## config.mk

```make
export PLATFORM = sky130hd
export DESIGN_NAME = pipe_reg_skid
export DESIGN_NICKNAME = d
export VERILOG_FILES = /design/src/rtl/pipe_reg_skid.sv
export SDC_FILE = /design/constraint.sdc
export NUM_CORES = 1
export LEC_CHECK = 0
export CORE_UTILIZATION = 49
export CTS_CLUSTER_SIZE = 25
export DETAILED_ROUTE_END_ITERATION = 8
export GPL_ROUTABILITY_DRIVEN = 0
export PLACE_DENSITY_LB_ADDON = 0.08
export SLEW_MARGIN = 15
export SYNTH_ARGS = -nofsm -noshare
export SYNTH_HDL_FRONTEND = slang
export SYNTH_SLANG_ARGS = --single-unit
```

## constraint.sdc

```tcl
create_clock -name ck -period 3.3 [get_ports ck]
set_input_delay 0.495 -clock ck [delete_from_list [all_inputs] [get_ports ck]]
set_output_delay 0.495 -clock ck [all_outputs]
set_load 0.02 [all_outputs]
```

## src/rtl/pipe_reg_skid.sv

```systemverilog
// Valid/ready pipeline register with a one-entry skid buffer.
// Both the data path and in_ready are registered.
module pipe_reg_skid #(
  parameter int               WIDTH = 8,
  parameter logic [WIDTH-1:0] INIT  = '0
) (
  input  logic             ck,
  input  logic             rst,
  input  logic             flush,
  input  logic             in_valid,
  output logic             in_ready,
  input  logic [WIDTH-1:0] d,
  output logic             out_valid,
  input  logic             out_ready,
  output logic [WIDTH-1:0] q,
  output logic [1:0]       occ
);

  typedef enum logic [1:0] {
    EMPTY = 2'd0,
    BUSY  = 2'd1,
    FULL  = 2'd2
  } state_e;

  state_e           state_q, state_d;
  logic [WIDTH-1:0] main_q, main_d;
  logic [WIDTH-1:0] skid_q, skid_d;
  logic             rdy_q, rdy_d;
  logic             in_fire, out_fire;

  assign in_fire   = in_valid & rdy_q;
  assign out_fire  = out_valid & out_ready;
  assign out_valid = (state_q != EMPTY);
  assign in_ready  = rdy_q;
  assign q         = main_q;
  assign occ       = state_q;

  always_comb begin
    state_d = state_q;
    main_d  = main_q;
    skid_d  = skid_q;
    if (flush) begin
      state_d = EMPTY;
      main_d  = INIT;
      skid_d  = INIT;
    end else begin
      unique case (state_q)
        EMPTY: begin
          if (in_fire) begin
            state_d = BUSY;
            main_d  = d;
          end
        end
        BUSY: begin
          if (in_fire && out_fire) begin
            main_d = d;
          end else if (in_fire) begin
            state_d = FULL;
            skid_d  = d;
          end else if (out_fire) begin
            state_d = EMPTY;
          end
        end
        FULL: begin
          // in_ready is low here, so only a drain can happen
          if (out_fire) begin
            state_d = BUSY;
            main_d  = skid_q;
          end
        end
        default: begin
          state_d = EMPTY;
        end
      endcase
    end
    rdy_d = (state_d != FULL);
  end

  always_ff @(posedge ck or posedge rst) begin
    if (rst) begin
      state_q <= EMPTY;
      main_q  <= INIT;
      skid_q  <= INIT;
      rdy_q   <= 1'b0;
    end else begin
      state_q <= state_d;
      main_q  <= main_d;
      skid_q  <= skid_d;
      rdy_q   <= rdy_d;
    end
  end

endmodule
```

Word-level counts from Yosys, hierarchy flattened
Index checks and enable logic that the tools add are counted.
Storage, ports and cells
  input port bits: 13
  register bits: 19
  logic and storage cells: 36
  output and inout port bits: 12
Cells by class
  mux-type cells: 15
  equal/unequal tests: 7
  bitwise operators: 2
  reduce and logical (&&, ||, !) cells: 8
Operators with widths (number)
  $mux W8: 7
  $pmux W8 S3: 1
  $mux W2: 6
  $ne A3 B3 Y1 const B: 3
  $pmux W2 S3: 1
  $reduce_bool A2 Y1: 3
  $ne A2 B2 Y1 const B: 2
  $reduce_and A4 Y1: 1
  $reduce_bool A4 Y1: 1
  $reduce_and A3 Y1: 1
  $and A1 B1 Y1: 2
  $eq A2 B1 Y1 const B: 1
  $eq A2 B2 Y1 const B: 1
  $logic_not A2 Y1: 1
  $logic_and A1 B1 Y1: 1

Depth between registers and ports, before layout
  depth after elaboration: 8
  depth in mapped cells: 5
  mapped depth without buffers: 4

Worst setup path after synthesis
OpenSTA, ideal clock, no wires.
  kind: input -> register
  start point: in out_ready
  end point: reg main_q[4] (netlist: q[4])
  arrival time: 1.435 ns
  path buffers: 1
  setup slack: 1.770 ns
  data required time: 3.205 ns
  setup time: 0.095 ns
  stages on the path: 5
  path through: nand2b_2 -> a311oi_4 -> buf_6 -> nand2_1 -> o31ai_1
Between the ends
  word-level cells in the longest chain between the ends: 4
  elaborated cells between the ends (all ways): 5
  those cells by class: 2 x eq/ne; 1 x bitwise; 2 x reduce/logical
RTL lines
  start, declared: line 14  | input logic out_ready,
  $and A1 B1 Y1 *: line 32  | assign out_fire = out_valid & out_ready;
  $logic_and A1 B1 Y1: line 55  | if (in_fire && out_fire) begin
  $ne A3 B3 Y1 (no line)
  $reduce_and A4 Y1 (no line) *
  end signal, assigned: line 87  | main_q <= main_d;
  end, declared: line 26  | logic [WIDTH-1:0] main_q, main_d;
Every way passes the cells marked *; elsewhere a longest branch is shown, timed or not.
A chain may end at the register's enable or synchronous reset.

Final worst setup path
  start point: reg state_q[1] (netlist: occ[1])
  end point: out out_valid
Between the ends
  word-level cells in the longest chain between the ends: 1
RTL lines
  start, declared: line 25  | state_e state_q, state_d;
  start signal, assigned: line 86  | state_q <= state_d;
  $reduce_bool A2 Y1: line 33  | assign out_valid = (state_q != EMPTY);
  end, declared: line 13  | output logic out_valid,
No other way between the ends.

==> metrics.txt <==
final core utilization=0.721; Final period util=0.643; Post-Syn Nets=84; Max stage delay on crit path=0.54 ns; IO Port Bufs=24; DR vias=645; most frequent cell after synthesis=dfrtp_1; Flop pwr share=0.537; yosys warns=0; f_max=471 MHz; RSZ-0062 raised after global routing=false; clock skew=0.00501 ns; Netlist cell types=19; Hold WC Path Type=reg2reg; P_int=0.000342 W; initial antenna violation count=0; worst hold start=q[6]$_DFFE_PP0P_; Syn Inst Count=71; Post-Route WL=1720 µm; status=finished, final reports clean; largest net degree at the start of global routing=20; DRT antenna net count=0; post-synthesis sequential area ratio=0.541; CTS H-Tree Depth=1; R2R depth=4; number of global-route vias before repair=600; CP arrival=1.63 ns; register bit total from synthesis=19; Max Fanout on Critical Path=7; hold_buf cts=0; Final min period=2.12 ns; CP cell instances=or2_2, clkdlybuf4s50_1; Post-synth EDFFs=0; critical path depth=2; WS Path Type=reg2out; setup_tns=0 ns; Comb power frac=0.211; First-pass DRT Iterations=4; vias per std cell=5.38; post-layout instance area=0.00115 mm²; overall global routing resource usage=0.198; async set-or-reset flop fraction in the synthesized netlist=1.00; Synth area leader=dfrtp_1; flop2flop setup slack=1.60 ns; commonest cells in the netlist=dfrtp_1 (19), a22o_1 (8), mux2i_1 (8), nand2_1 (8), o31ai_1 (8); DRC=0; DP Area=0.00112 mm²; first-pass GRT wire length=2730 µm; Hold Slack=0.493 ns; worst slack, placed=1.04 ns; clock root cell=clkbuf_4; hpwl dp=1190 µm; CTS tree=done; Core ar.=0.00159 mm²; Max Buffers Root-to-Sink=2; headroom to the max-slew limit=0.508; power density cells=411 mW/mm²; die height=44.4 µm; Clock power frac=0.252; DRT iter0 DRCs=12; fillcell total=119; Layout Nets=110; Critical R2R Launch=occ[1]$_DFF_PP0_; Slew Viols, Final=0; Switching Share=0.276; worst reg2reg endpoint=q[1]$_DFFE_PP0P_; I/O pins=25; # setup viols final=0; P&R area growth vs syn=30.7%; hold path depth=2; crit path max-delay cell type=clkdlybuf4s50_1; Worst Tran Pin Value=0.738 ns; post-CTS sizing=0; antenna cell count=0; clk slew on worst S/H paths=0.11 ns; worst skew pair latency=0.30 ns; final hold viol count=0; # Post-CTS Setup Buffers=0; post-synth top area share=0.541; type of element launching the critical path=register; Max-cap violations=0; layout cells sized above 1=0.0938; total CTS buffers=3; Mapped Area=880 µm²; Buf+Inv Stages, Crit Path=1; Worst Setup Slack, final=1.18 ns; syn_area_per_cell=12.4 µm²; Rows=14; grt ovf=0; Worst path top cell family by delay=buffers and inverters; Required @ worst endpoint=2.80 ns; Synth Flop Type=dfrtp_1; Hold EP=q[6]$_DFFE_PP0P_; LEAKAGE=0.541 nW; full die area=0.00197 mm²; wire length per cell=14.3 µm; chip width=44.4 µm; Synth area leaders=dfrtp_1 (54%), mux2i_1 (9.1%), a22o_1 (8.0%); VDD IR max=0.250 mV; Switch Pwr=0.000130 W; starting density of the core=0.552; Critical Path Sink Type=primary output; total clock sinks=19
==> cell type report <==
type / instances / area [µm²] / area share
Timing Repair Buffer: 24 / 240 / 0.209
Inverter: 3 / 11.3 / 0.00979
Clock buffer: 4 / 26.3 / 0.0229
Tap cell: 24 / 30.0 / 0.0261
Sequential cell: 19 / 475 / 0.413
Multi-Input combinational cell: 46 / 367 / 0.319
==> worst max path at each step <==
stage	slack, ns	end	startpoint
final	1.18	out_valid	occ[1]$_DFF_PP0_
after global routing	1.13	out_valid	occ[1]$_DFF_PP0_
after CTS	1.17	out_valid	occ[1]$_DFF_PP0_
after detailed placement	1.04	q[1]$_DFFE_PP0P_	flush
after global placement	1.06	q[6]$_DFFE_PP0P_	flush
after floorplan	1.77	q[4]$_DFFE_PP0P_	out_ready
==> registers in the layout, indices dropped and copies added (netlist names) <==
signal    count
skid_q        8
occ           2
q             8
in_ready      1
==> cells in the final DEF (no fill, tap or decap), drive strengths merged, types with 2 or more instances in the layout <==
cell type / instances
clkbuf: 4
nand2b: 2
a22o: 8
o31ai: 8
clkdlybuf4s50: 24
a21oi: 2
mux2i: 8
nand2: 8
inv: 3
dfrtp: 19
nor2: 3
==> logic make-up after synthesis <==
group | count (synthesis) | share of synthesized area
compound gates | 19 | 0.189
simple gates | 18 | 0.127
mux | 8 | 0.0910
flops | 19 | 0.541
xor+xnor | 1 | 0.00996
buf+inv | 6 | 0.0427
==> metrics by stage <==
| step | instances | total power (W) |
|---|---|---|
| finish | 120 | 0.000472 |
| global route | 120 | 0.000487 |
| CTS | 120 | 0.000475 |
| detailed placement | 116 | 0.000358 |
| global placement | 116 | 0.000356 |
| floorplan | 71 | 0.000312 |
==> power groups by stage <==
| stage | registers (W) | logic [W] | clock network [W] |
|---|---|---|---|
| floorplan | 0.000271 | 0.0000410 | 0 |
| CTS | 0.000254 | 0.000101 | 0.000121 |
| global placement | 0.000258 | 0.0000982 | 0 |
| finish | 0.000254 | 0.0000995 | 0.000119 |
| global route | 0.000256 | 0.000106 | 0.000125 |
| detailed placement | 0.000258 | 0.000100 | 0 |
==> worst reg2reg max path, delay by kind of cell (launching register included) <==
family	cells	cell delay, ns
DFF	1	0.48
AOI/OAI and AO/OA	2	0.77
and+or+nand+nor	2	0.36
==> per-layer routing <==
layer,vias up,track usage,part of all wire
met3,5,0.0245,0.028
met2,14,0.282,0.44
met5,-,0,0
met4,0,0.109,0.022
met1,315,0.293,0.50
li1,311,-,-
No activity file was read; power rests on OpenSTA's default activity.
==> patch 1: new RTL, same flow settings <==
Change the parameter `WIDTH` from 8 to 9.
--- a/src/rtl/pipe_reg_skid.sv
+++ b/src/rtl/pipe_reg_skid.sv
@@ -3,3 +3,3 @@
 module pipe_reg_skid #(
-  parameter int               WIDTH = 8,
+  parameter int               WIDTH = 9,
   parameter logic [WIDTH-1:0] INIT  = '0
Interface: changed (resized d and q); port bits go from 25 to 27. No check against the original RTL was run, so the function may have changed too.
==> patch 1 against the unedited design <==
Via count rose by 3.9%; setup slack barely moved; final area rose by 8.7%; area after synthesis rose by 10%; combinational power rose by 8%; cell count rose by 7.5%; sequential cell count rose by 2; count of clock-buffer cells in the layout did not move; wire length rose by 2.7%; die area rose by 9.5%; total power rose by 7.5%; highest routed layer unchanged.
==> patch 1: results (changes against the unedited design) <==
global_route:
  grt_antenna_before_repair: 0  # unchanged
  track_usage_pct: 18.5  # -1.2 points
  grt_max_degree: 22  # +10%
  grt_pass1_wl_um: 2720  # -0.51%
  grt_pass1_vias: 589  # -1.8%
setup_path:
  r2r_cells: 4  # unchanged
  regToRegEndpoint: "q[2]"
  path_class: "reg -> out"
  crit_fanout: 7  # unchanged
  ff2ff_setup_slack_ns: 1.59
  endpoint: "out_valid"
  timing.rr.start: "occ[1]"
detailed_routing:
  drt_wl_total_um: 1770  # +2.7%
  drt_pass1_iterations: 4  # unchanged
  drtIter0Drc: 13  # +1
  wl_met3_um: 70  # +46%
  met2WireLength_um: 800  # +4.6%
  route.vias.total: 670  # +3.9%
  topRoutingLayerUsed: "met4"
  wirelength_met1_um: 882  # +1.6%
outcome:
  status: "complete, no violations"
timing:
  clock_skew_ns: 0.0110  # +0.00604 ns
  timing.slew.headroom_pct: 47.2  # -3.6 points
synth:
  synth_xor_area_share_pct: 0.906  # -0.090 points
  synthFlopType: "dfrtp_1"
  syn_nets: 93  # +11%
  syn_avg_cell_area_um2: 12.2  # -1.2%
  async_flop_share_pct: 100  # unchanged
  yosys-top-cells-count: "dfrtp_1 (21), a22o_1 (9), mux2i_1 (9), nand2_1 (9), o31ai_1 (9)"
  synth-compound-area-share_pct: 18.9  # -0.031 points
  ys_warn_count: 0  # unchanged
  synth-adder-area-share_pct: 0  # unchanged
  ys_types: 20  # +1
  netlist_top_cells_area: "dfrtp_1 (54%), mux2i_1 (9.3%), a22o_1 (8.2%), o31ai_1 (7.0%), nand2_1 (3.5%)"
  yosysSeqAreaShare_pct: 54.3  # +0.28 points
  synthMuxAreaShare_pct: 9.31  # +0.21 points
clock_tree:
  worstSkewPairLatency_ns: 0.30  # about the same
  cts_resized: 0  # unchanged
  path_clk_slew_ns: 0.10
  cts_root_buf: "clkbuf_4"
  htreeDepth: 1  # unchanged
  cts_buffers: 3  # unchanged
  clk_path_buf_depth: 2  # unchanged
  cts_setup_buffers: 0  # unchanged
cells_and_area:
  antenna_cells: 0  # unchanged
  finalNonFillerCells: 129  # +7.5%
  drive_above_1_share_pct: 7.69  # -1.7 points
  fill_cells: 132  # +11%
  nets: 119  # +8.2%
pwr:
  irDropWorstVdd_mv: 0.218  # -13%
  p_leak_uw: 0.000591  # +9.3%
placement:
  portBuffers: 26  # +8.3%
  dp_hpwl_um: 1240  # +4.2%
worst_hold_path:
  hp-class: "reg -> reg"
[patch 1: cell types whose count changed after synthesis, sizes merged]
cell	before	now
o31ai	8	9
clkbuf	0	2
dfrtp	19	21
nand2	8	9
a22o	8	9
mux2i	8	9
[patch 1: worst max-delay path, cell delays in order, from the launching register on]
cell             delay (ns)
dfrtp_1                0.48
or2_2                  0.32
clkdlybuf4s50_1        0.54
[patch 1: where the power goes]
group	internal (µW)	switching (µW)
registers	272	8.72
logic	53.2	53.7
clock network	47.0	73.5
total	372	136
[patch 1: area by class of cell]
type	instances	area share [%]
inverters	3	0.901
repair buffers	26	20.8
clock buffers	4	2.10
well taps	25	2.50
multi-input cells	50	31.6
flip-flops and latches	21	42.0
[patch 1: how the worst min path moves through the flow]
stage          from        to  cells past startpoint
3_5_place_dp   q[0]      q[0]                      2
5_1_grt        q[7]      q[7]                      2
3_3_place_gp   q[4]      q[4]                      2
2_1_floorplan   rst  in_ready                      1
6_report       q[7]      q[7]                      2
4_1_cts        q[7]      q[7]                      2
[patch 1: cell families after synthesis]
group / count (synthesis)
muxes: 9
AOI/OAI and AO/OA: 21
DFF: 21
buffers and inverters: 8
and+or+nand+nor: 19
xor gates and xnor gates: 1
[patch 1: stage by stage]
step	utilization [%]	area, µm²	setup slack [ns]	hold slack [ns]
4_1_cts	70.1	1250	1.16	0.492
3_5_place_dp	68.6	1220	0.945	0.466
5_1_grt	70.1	1250	1.10	0.510
3_3_place_gp	68.6	1220	0.962	0.461
6_report	70.1	1250	1.18	0.483
2_1_floorplan	-	967	1.71	0.472
[patch 1: routing by layer]
metal | up-vias | GRT usage, %
met3 | 2 | 4.71
li1 | 333 | -
met1 | 313 | 24.6
met5 | - | 0
met2 | 22 | 28.1
met4 | 0 | 8.82
==> patch 2: new RTL, same settings <==
Made on the original files. Make the reset (`rst`) synchronous in one clocked block.
--- a/src/rtl/pipe_reg_skid.sv
+++ b/src/rtl/pipe_reg_skid.sv
@@ -78,3 +78,3 @@
 
-  always_ff @(posedge ck or posedge rst) begin
+  always_ff @(posedge ck) begin
     if (rst) begin
Check against the original RTL: differs if rst is asserted again (counterexample within 4 cycles, from zero or initial values and one cycle with rst high); with rst held inactive, the same outputs for 10 cycles.
==> patch 2 against the unedited design <==
Core utilization down 1.9 points; synthesized cell count grew 15%; final area down 5.9%; area after synthesis decreased by 5.3%; sequential cell count unchanged; wire length down 5.5%; clock skew grew 0.00081 ns; total power is 13% lower; setup slack improved by 0.017 ns; highest routed layer unchanged.
==> patch 2: results (changes against the unedited design) <==
outcome:
  status: "complete, no violations"
detailed_routing:
  via_per_inst: 5.49  # +2.1%
  drtIter0Drc: 4  # -8
  drt_pass1_iterations: 8  # +4
  avgRoutedWirePerCell_um: 13.4  # -6.3%
timing:
  clock_skew_ns: 0.00581  # +0.000807 ns
  worstMarginPinSlew_ns: 0.850  # +0.112 ns
setup_path:
  timing.rr.start: "occ[0]"
  ff2ff_setup_slack_ns: 1.50  # -0.10 ns
  endpoint: "out_valid"
  critPathLaunch: "occ[1]"
  arrival_ns: 1.61  # -0.02 ns
  regToRegEndpoint: "skid_q[5]"
  r2r_cells: 4  # unchanged
  crit_fanout: 10  # +3
worst_hold_path:
  hp-class: "reg -> reg"
clock_tree:
  cts_setup_buffers: 0  # unchanged
  cts_resized: 0  # unchanged
  cts_root_buf: "clkbuf_4"
  htreeDepth: 1  # unchanged
  clk_path_buf_depth: 2  # unchanged
  path_clk_slew_ns: 0.11  # about the same
  worstSkewPairLatency_ns: 0.30  # about the same
  cts_buffers: 3  # unchanged
synth:
  async_flop_share_pct: 0  # -100 points
  ys_types: 23  # +4
  netlist_top_cells_area: "dfxtp_1 (46%), mux2i_1 (20%), nor2_1 (5.0%), a21oi_1 (4.8%), o21ai_0 (3.6%)"
  yosysSeqAreaShare_pct: 45.6  # -8.4 points
  yosys-top-cells-count: "dfxtp_1 (19), mux2i_1 (17), nor2_1 (11)"
  ys_warn_count: 0  # unchanged
  syn_nets: 95  # +13%
global_route:
  grt_max_degree: 17  # -15%
  grt_antenna_before_repair: 0  # unchanged
  grt_pass1_wl_um: 2770  # +1.5%
  grt_pass1_vias: 645  # +7.5%
  track_usage_pct: 19.9  # +0.16 points
pwr:
  p_leak_uw: 0.000428  # -21%
  irDropWorstVdd_mv: 0.269  # +7.8%
cells_and_area:
  drive_above_1_share_pct: 9.52  # +0.15 points
  antenna_cells: 0  # unchanged
  nets: 119  # +8.2%
placement:
  dp_hpwl_um: 1130  # -4.7%
  portBuffers: 24  # unchanged
## patch 2: cell types whose count changed in the layout (fill, tap and decap cells not counted), sizes merged, moves of 2 or more
cell / unedited run / this run
dfrtp: 19 / 0
dfxtp: 0 / 19
mux2i: 8 / 17
a22o: 8 / 0
nor2: 3 / 11
o21ai: 0 / 8
o31ai: 8 / 1
a21oi: 2 / 8
nand2: 8 / 2
inv: 3 / 0
nor2b: 0 / 2
## patch 2: worst min-delay path by stage
stage,endpoint,cells past startpoint,from
finish,skid_q[0],2,skid_q[0]
global route,skid_q[0],2,skid_q[0]
CTS,skid_q[4],2,skid_q[4]
detailed placement,skid_q[4],2,skid_q[4]
global placement,skid_q[4],2,skid_q[4]
floorplan,skid_q[0],2,skid_q[0]
## patch 2: report_power, final
group	switching, µW	internal (µW)
Combinational	25.9	30.7
Sequential	3.22	234
Clock	72.6	45.2
## patch 2: critical path, stage by stage (launching register included)
cell,delay [ns]
dfxtp_1,0.55
or2_2,0.17
clkdlybuf4s50_1,0.59
## patch 2: per-stage QoR
step	area (µm²)	total power, µW	std cells	hold slack, ns	setup WS (ns)
2_1_floorplan	833	270	82	0.460	1.90
4_1_cts	1080	417	121	0.513	1.18
3_5_place_dp	1050	299	117	0.485	0.964
3_3_place_gp	1050	298	117	0.474	1.02
5_1_grt	1080	430	121	0.545	1.12
6_report	1080	412	121	0.508	1.20
## patch 2: final cells by class
type                       instances  area, µm²
multi-input combinational         58        414
tap                               16       20.0
clock buffer                       3       22.5
sequential                        19        380
timing repair buffer              24        240
clock inverter                     1       5.00
fill                             137        459
## patch 2: cells by family after synthesis
| group | after synthesis | share of synthesized area (%) |
|---|---|---|
| and+or+nand+nor | 21 | 14.3 |
| AOI/OAI and AO/OA | 20 | 15.0 |
| DFF | 19 | 45.6 |
| muxes | 17 | 20.4 |
| buffers and inverters | 5 | 4.65 |
## patch 2: layer usage
metal | GRT usage, % | share of wire, % | up-vias
li1 | - | - | 331
met1 | 22.2 | 43 | 310
met2 | 35.5 | 51 | 19
met3 | 4.26 | 3.9 | 4
met4 | 9.09 | 1.5 | 0
met5 | 0 | 0 | -
